`src/rtl/vga_row_marker_renderer.sv`:
```
// VGA timing generator that paints marked rows from a per-frame snapshot of the row-marker vector.
// Every output is registered one clock after the (hc,vc) position it describes.
module vga_row_marker_renderer #(
    parameter int          H_ACTIVE = 640,
    parameter int          H_FP     = 16,
    parameter int          H_SYNC   = 96,
    parameter int          H_BP     = 48,
    parameter int          V_ACTIVE = 480,
    parameter int          V_FP     = 10,
    parameter int          V_SYNC   = 2,
    parameter int          V_BP     = 33,
    parameter logic [11:0] MARK_RGB = 12'hF00,
    parameter logic [11:0] BG_RGB   = 12'h000
) (
    input  logic                clk,
    input  logic                rst_n,
    input  logic [V_ACTIVE-1:0] storage_bytes,
    input  logic                storage_finished,
    output logic                hsync,
    output logic                vsync,
    output logic                video_active,
    output logic [9:0]          h_count,
    output logic [9:0]          v_count,
    output logic [11:0]         rgb,
    output logic                frame_start,
    output logic                frame_stale
);
    localparam logic [9:0] H_ACT  = 10'(H_ACTIVE);
    localparam logic [9:0] H_LAST = 10'(H_ACTIVE + H_FP + H_SYNC + H_BP - 1);
    localparam logic [9:0] HS_BEG = 10'(H_ACTIVE + H_FP);
    localparam logic [9:0] HS_END = 10'(H_ACTIVE + H_FP + H_SYNC);
    localparam logic [9:0] V_ACT  = 10'(V_ACTIVE);
    localparam logic [9:0] V_LAST = 10'(V_ACTIVE + V_FP + V_SYNC + V_BP - 1);
    localparam logic [9:0] VS_BEG = 10'(V_ACTIVE + V_FP);
    localparam logic [9:0] VS_END = 10'(V_ACTIVE + V_FP + V_SYNC);
    localparam int         VIW    = (V_ACTIVE > 1) ? $clog2(V_ACTIVE) : 1;

    logic [9:0]          hc, vc;
    logic [V_ACTIVE-1:0] shadow;
    logic                h_wrap, v_wrap, active, snap;
    logic [VIW-1:0]      row;

    assign h_wrap = (hc == H_LAST);
    assign v_wrap = (vc == V_LAST);
    assign active = (hc < H_ACT) && (vc < V_ACT);
    assign snap   = (hc == 10'd0) && v_wrap;
    assign row    = vc[VIW-1:0];

    always_ff @(posedge clk or negedge rst_n) begin
        if (!rst_n) begin
            hc <= '0;
            vc <= '0;
        end else if (h_wrap) begin
            hc <= '0;
            vc <= v_wrap ? 10'd0 : vc + 10'd1;
        end else begin
            hc <= hc + 10'd1;
        end
    end

    // Snapshot sits on the last (blank) line so the whole next frame sees one stable vector.
    always_ff @(posedge clk or negedge rst_n) begin
        if (!rst_n) begin
            shadow      <= '0;
            frame_stale <= 1'b0;
        end else if (snap) begin
            if (storage_finished) shadow <= storage_bytes;
            frame_stale <= ~storage_finished;
        end
    end

    always_ff @(posedge clk or negedge rst_n) begin
        if (!rst_n) begin
            hsync        <= 1'b1;
            vsync        <= 1'b1;
            video_active <= 1'b0;
            h_count      <= '0;
            v_count      <= '0;
            rgb          <= '0;
            frame_start  <= 1'b0;
        end else begin
            hsync        <= ~((hc >= HS_BEG) && (hc < HS_END));
            vsync        <= ~((vc >= VS_BEG) && (vc < VS_END));
            video_active <= active;
            h_count      <= hc;
            v_count      <= vc;
            rgb          <= active ? (shadow[row] ? MARK_RGB : BG_RGB) : 12'h000;
            frame_start  <= (hc == 10'd0) && (vc == 10'd0);
        end
    end
endmodule

```
`config.mk`:
```
export PLATFORM = sky130hd
export DESIGN_NAME = vga_row_marker_renderer
export DESIGN_NICKNAME = d
export VERILOG_FILES = /design/src/rtl/vga_row_marker_renderer.sv
export SDC_FILE = /design/constraint.sdc
export NUM_CORES = 1
export LEC_CHECK = 0
export CAP_MARGIN = 20
export CORE_ASPECT_RATIO = 1.75
export CORE_UTILIZATION = 55
export DETAILED_ROUTE_END_ITERATION = 12
export HOLD_SLACK_MARGIN = 0.02
export PLACE_DENSITY = 0.95
export SETUP_SLACK_MARGIN = 0.05
export SLEW_MARGIN = 20
export SYNTH_ARGS = -nofsm -noshare
export SYNTH_HDL_FRONTEND = slang
export SYNTH_SLANG_ARGS = --single-unit
```
`constraint.sdc`:
```
create_clock -name clk -period 7.2 [get_ports clk]
set_clock_uncertainty 0.15 [all_clocks]
set_input_delay 0.72 -clock clk [delete_from_list [all_inputs] [get_ports clk]]
set_output_delay 0.72 -clock clk [all_outputs]
set_load 0.005 [all_outputs]
```
==> flow_summary_export.csv <==
group,metric,value,unit
routing,vias_per_cell,5.92,
synth,synth_top_area_share,0.548,
synth,synth-edff-count,0,
synth,ys_seq_area_frac,0.550,
global_routing,grt_max_degree,225,
clock_network,clkLatencyLatePin,560,ps
clock_network,numCtsBuffers,48,
timing,slew_headroom,0.353,
routing,drtIter0Drc,1008,
routing,wire_per_inst,26.3,µm
worst_hold_path,hp-class,"in -> async",
timing,slew_viol_final,0,
cells_and_area,final_area,30800,µm²
clock_network,cts-htree-levels,2,
floorplanning,start_util,0.559,
cells_and_area,n_fill_cell,2710,
routing,ant_nets,0,
timing,hold_viol,0,
power_and_ir_drop,finalPower,5880,µW
setup_path,cp-start-kind,"flop",
placed_design,dp.cells,2485,
setup_path,slowest_delay,780,ps
clock_network,clockRootBuffer,"clkbuf_16",
cells_and_area,final_cell_count_no_fill,2613,
placed_design,numPortBuffers,511,
synth,ys_ff_latch,526,
run,max_cap_viol_count,0,
routing,drt_pass1_iterations,6,
setup_path,cpMostUsedCell,"buf_12",
clock_network,clockBufferDepth,3,
setup_path,ff2ff_path_depth,7,
synth,synthFlopType,"dfrtp_1",
cells_and_area,synthToLayoutAreaGrowth,28.7,%
cells_and_area,drive_gt1_frac,0.321,
global_routing,grt_pass1_vias,17069,
setup_path,r2r_slack,3210,ps
power_and_ir_drop,ir_drop,195,µV
synth,async_reset_ff_frac,1.00,
clock_network,cts_sinks,526,
timing,period_needed,3990,ps
power_and_ir_drop,p_per_area,191,nW/µm²
synth,syn_inst,1510,
setup_path,r2r-end,"shadow[92]",
synth,postSynthAreaPerCell,15.9,µm²
floorplanning,core.rowCount,100,
floorplanning,die_area,44400,µm²
clock_network,post_cts_buffers,0,
run_status,status,"finished clean",
clock_network,cts_tree,"done",
timing,clock.fmax,250,MHz
floorplanning,die_y,278,µm
setup_path,cp.arrival,4280,ps
cells_and_area,nets,2463,
global_routing,grt_pass1_wl,103,mm
synth,syn-cell-area,23900,µm²
setup_path,path_class,"reg -> reg",
cells_and_area,multi_input_area,9880,µm²
setup_path,critPathTopFamily,"buffers and inverters",
setup_path,cp_slowest_cell,"dfrtp_4",
clock_network,ctsResizeCount,0,
setup_path,cp_max_fo,147,
floorplanning,design.core.area,42800,µm²
synth,ys_top_cells_by_area,"dfrtp_1 (55%), mux2_2 (22%), mux4_2 (6.8%)",
clock_network,hold_buffers,0,
routing,wl,68.6,mm
setup_path,worst-path-buf-inv,3,
synth,ys_warn_count,0,
timing,worstMarginPinSlew,971,ps
routing,vias,15477,
setup_path,path_cells,"inv_2, ha_1, nand4_1, nor3_2, buf_12, buf_12, mux2_2",
placed_design,dp_hpwl,48.2,mm
setup_path,crit_path_end_kind,"flop",
synth,synth.distinct_cells,66,
synth,yosysTopAreaCell,"dfrtp_1",
timing,finalCritPeriodShare,0.555,
cells_and_area,seq_area,13200,µm²
timing,setup-violations-final,0,
routing,drc,0,
floorplanning,io_pins,520,
global_routing,grt-ovfl-total,0,
placed_design,place_congestion,0.932,
clock_network,clk_pin_slew,70,ps
global_routing,grt_antenna_before_repair,38,
timing,setup_tns,0,ps
setup_path,timing.rr.start,"vc[0]",
setup_path,cp.required,7480,ps
power_and_ir_drop,p_leak,0.0142,µW
placed_design,placed_cell_area,29100,µm²
global_routing,track_usage,0.312,
floorplanning,die_w,160,µm
timing,rsz0062_at_grt,"no",
## report_power, final
group          switching, µW  total [µW]  internal, µW
clock network           1120        2590          1470
registers              0.323        2960          2950
logic                    102         336           233
total                   1230        5880          4650
## synth_stat cells, types with 4 or more instances
master and instances:
nand4_1 6, clkbuf_8 12, o31ai_1 4, xnor2_1 6, a21oi_1 11, dfrtp_1 524, buf_4 40, mux2_2 468
o221ai_1 4, mux4_2 72, mux2_1 22, buf_2 40, o22ai_1 9, inv_1 10, nor2b_1 13, a22oi_1 10
mux2i_1 28, nor4_1 7, clkbuf_1 8, o21ai_0 20, nor2_1 19, buf_6 10, nand2_1 31, nor3_1 10
xor2_1 6, mux4_1 37, nand3_1 7, and3_1 4, a211oi_1 15, ha_1 4
## logic make-up (layout without fill, tap and decap cells)
logic type	Yosys count	in the layout	share of synthesized area
mux	628	628	0.352
flops	526	526	0.550
buf+inv	126	621	0.0388
simple gates	118	118	0.0255
compound gates	95	95	0.0275
xor+xnor	12	12	0.00439
fa+ha+maj	4	4	0.00209
other cells	1	48	0.000157
## metal layers
metal / wire length (µm) / GRT usage / up-vias
met4: 4340 / 0.199 / 2
met1: 23600 / 0.348 / 7995
met2: 36700 / 0.546 / 674
li1: - / - / 6597
met5: 10 / 0 / -
met3: 3950 / 0.0574 / 209
## sequential cells by signal (all words and copies together) (netlist names)
signal	cells
frame_stale	1
vc	10
v_count	10
vsync	1
video_active	1
frame_start	1
shadow	480
hc	10
hsync	1
rgb	1
h_count	10
## layout make-up
cell class                 count  share of cell area
antenna                       40             0.00325
clock buffer                  68              0.0454
clock inverter                18             0.00613
inverter                      11             0.00134
multi-input combinational    865               0.321
sequential                   526               0.428
tap                          561              0.0228
timing repair buffer         524               0.173
## placed cells by master, fill, tap and decap left out, types with 22 or more instances in the layout
| master | instances |
|---|---|
| mux2i_1 | 28 |
| mux4_1 | 37 |
| dfrtp_1 | 521 |
| mux2_2 | 468 |
| mux4_2 | 72 |
| diode_2 | 40 |
| nand2_1 | 31 |
| mux2_1 | 22 |
| clkdlybuf4s50_1 | 510 |
| clkbuf_16 | 49 |
## per-stage QoR
step | utilization | setup WS, ps | hold slack [ps]
5_1_grt | 0.720 | 2940 | 133
6_report | 0.720 | 3210 | 39.5
3_3_place_gp | 0.679 | 3330 | 260
4_1_cts | 0.716 | 3140 | 90.7
2_1_floorplan | - | 4200 | 202
3_5_place_dp | 0.679 | 3140 | 260
## worst max path at each step
stage / startpoint / endpoint / slack [ps] / cells after the start
floorplan: vc[1] / shadow[204] / 4200 / 13
global placement: vc[0] / shadow[88] / 3330 / 7
detailed placement: vc[0] / shadow[92] / 3140 / 7
CTS: vc[0] / shadow[98] / 3140 / 7
global route: vc[0] / shadow[120] / 2940 / 7
finish: vc[0] / shadow[92] / 3210 / 7
(Power assumes the default switching activity.)
==> patch, RTL diff (same flow settings) <==
Add an input register stage for `storage_bytes` and `storage_finished`, without a reset; this delays them by one clock.
--- a/src/rtl/vga_row_marker_renderer.sv
+++ b/src/rtl/vga_row_marker_renderer.sv
@@ -35,6 +35,14 @@
     localparam logic [9:0] VS_END = 10'(V_ACTIVE + V_FP + V_SYNC);
     localparam int         VIW    = (V_ACTIVE > 1) ? $clog2(V_ACTIVE) : 1;
 
+    logic [V_ACTIVE-1:0] storage_bytes_q;
+    logic storage_finished_q;
+
+    always_ff @(posedge clk) begin
+        storage_bytes_q    <= storage_bytes;
+        storage_finished_q <= storage_finished;
+    end
+
     logic [9:0]          hc, vc;
     logic [V_ACTIVE-1:0] shadow;
     logic                h_wrap, v_wrap, active, snap;
@@ -64,8 +72,8 @@
             shadow      <= '0;
             frame_stale <= 1'b0;
         end else if (snap) begin
-            if (storage_finished) shadow <= storage_bytes;
-            frame_stale <= ~storage_finished;
+            if (storage_finished_q) shadow <= storage_bytes_q;
+            frame_stale <= ~storage_finished_q;
         end
     end
 
Check against the original RTL: same outputs for any inputs over 10 cycles, from zero or initial values and one cycle with rst_n low; that may be too few to reach the edited logic, so the function may still have changed.
==> patch against the unedited design <==
- count of clock-buffer cells in the layout rose by 54
- critical endpoint is now rgb[10]
- via count grew 22%
- area after synthesis grew 40%
- final area rose by 37%
- sequential cell count increased by 481
- cell count is 29% higher
- setup slack gained 0.11 ns
- non-clock buffer count rose by 5
- total power increased by 89%
- wire length increased by 27%
==> patch: results (changes against the unedited design) <==
metric,value,unit,change
gp_congestion,0.832,,-11%
dp_hpwl,58900,um,+22%
grt_pass1_vias,21484,,+26%
grt_start_max_net_pins,198,,-12%
clock-root-buffer,clkbuf_16,,
status,"complete, no violations",,
synthTopCellsByCount,"524 x dfrtp_1, 481 x dfxtp_1, 468 x mux2_2",,
reg_top3,"shadow (480), storage_bytes_q (480)",,
critical_path.top_delay_family,compound AO/OA/AOI/OAI gates,,
worst_pin_slew,1.15,ns,+0.178 ns
wl_met3,4570,um,+16%
cts_made_buffers,85,,+77%
synth_compound_area_share,1.96,%,-0.79 points
post_dp_cell_area,39000,um2,+34%
yosys.area_share.adder,0.149,%,-0.060 points
p_leak,19.0,nW,+34%
vias,18886,,+22%
syn_avg_cell_area,16.9,um2,+6.3%
ys_top_cells_by_area,"dfrtp_1 39%, dfxtp_1 29%, mux2_2 16%, mux4_2 4.8%, mux4_1 2.9%",,
ir_drop,0.254,mV,+30%
grt_pass1_wl,130000,um,+26%
placed_cells,3197,,+29%
avgRoutedWirePerCell,26.0,um,-1.1%
drive_above_1_share,27.8,%,-4.3 points
pre_cts_slack,3.30,ns,+0.156 ns
wl_met1,31200,um,+32%
wl_met2,46400,um,+26%
grtUsageTotal,28.6,%,-2.5 points
globalRouteMet3Util,4.95,%,-0.79 points
yosysSeqAreaShare,67.9,%,+13 points
synth_xor_area_share,0.313,%,-0.13 points
critPathMaxStageDelay,0.88,ns,+0.10 ns
crit_fanout,54,,-63%
synthMuxAreaShare,25.1,%,-10 points
drtPass1Iterations,7,,+1
hp-class,input port to async pin,,
h-tree-depth,3,,+1
routed_wl,87500,um,+27%
top_layer_used,met5,,
global_route.usage.met2,51.0,%,-3.6 points
ys_types,67,,+1.5%
antenna_found_initial,11,,-71%
nets,2986,,+21%
clk-insertion-delay-late,0.65,ns,+0.09 ns
grtUsageMet1,31.7,%,-3.1 points
drt_iter0_drc,1137,,+13%
post_cts_resized,0,,unchanged
yosysWarnings,0,,unchanged
cp.arrival,4.23,ns,-0.05 ns
async_reset_ff_share,52.2,%,-48 points
-- patch: cell types whose count changed after synthesis --
| cell | unedited run | this run |
|---|---|---|
| dfxtp_1 | 0 | 481 |
-- patch: path summary, 6_finish.rpt --
path	from	cells after the start	slack (ns)	endpoint
max	vc[1]	7	3.32	rgb[10]
min	rst_n	1	0.03	shadow[270]
max reg2reg	vc[1]	7	3.32	rgb[10]
min reg2reg	storage_finished_q	1	0.28	frame_stale
max in group asynchronous	rst_n	3	5.26	shadow[353]
min in group clk	storage_finished_q	1	0.28	frame_stale
-- patch: power by group --
group | total (mW) | internal [mW] | switching (mW)
combinational | 0.356 | 0.234 | 0.122
sequential | 5.81 | 5.76 | 0.0479
clock | 4.96 | 2.85 | 2.11
-- patch: cell type report --
class                   instances  area [um2]
diodes                          9        22.5
clock buffers                 122        2470
clock inverters                38         586
fillers                      3684       18200
inverters                      11        41.3
multi-input cells             865        9880
flip-flops and latches       1007       22800
well taps                     786         983
repair buffers                529        5340
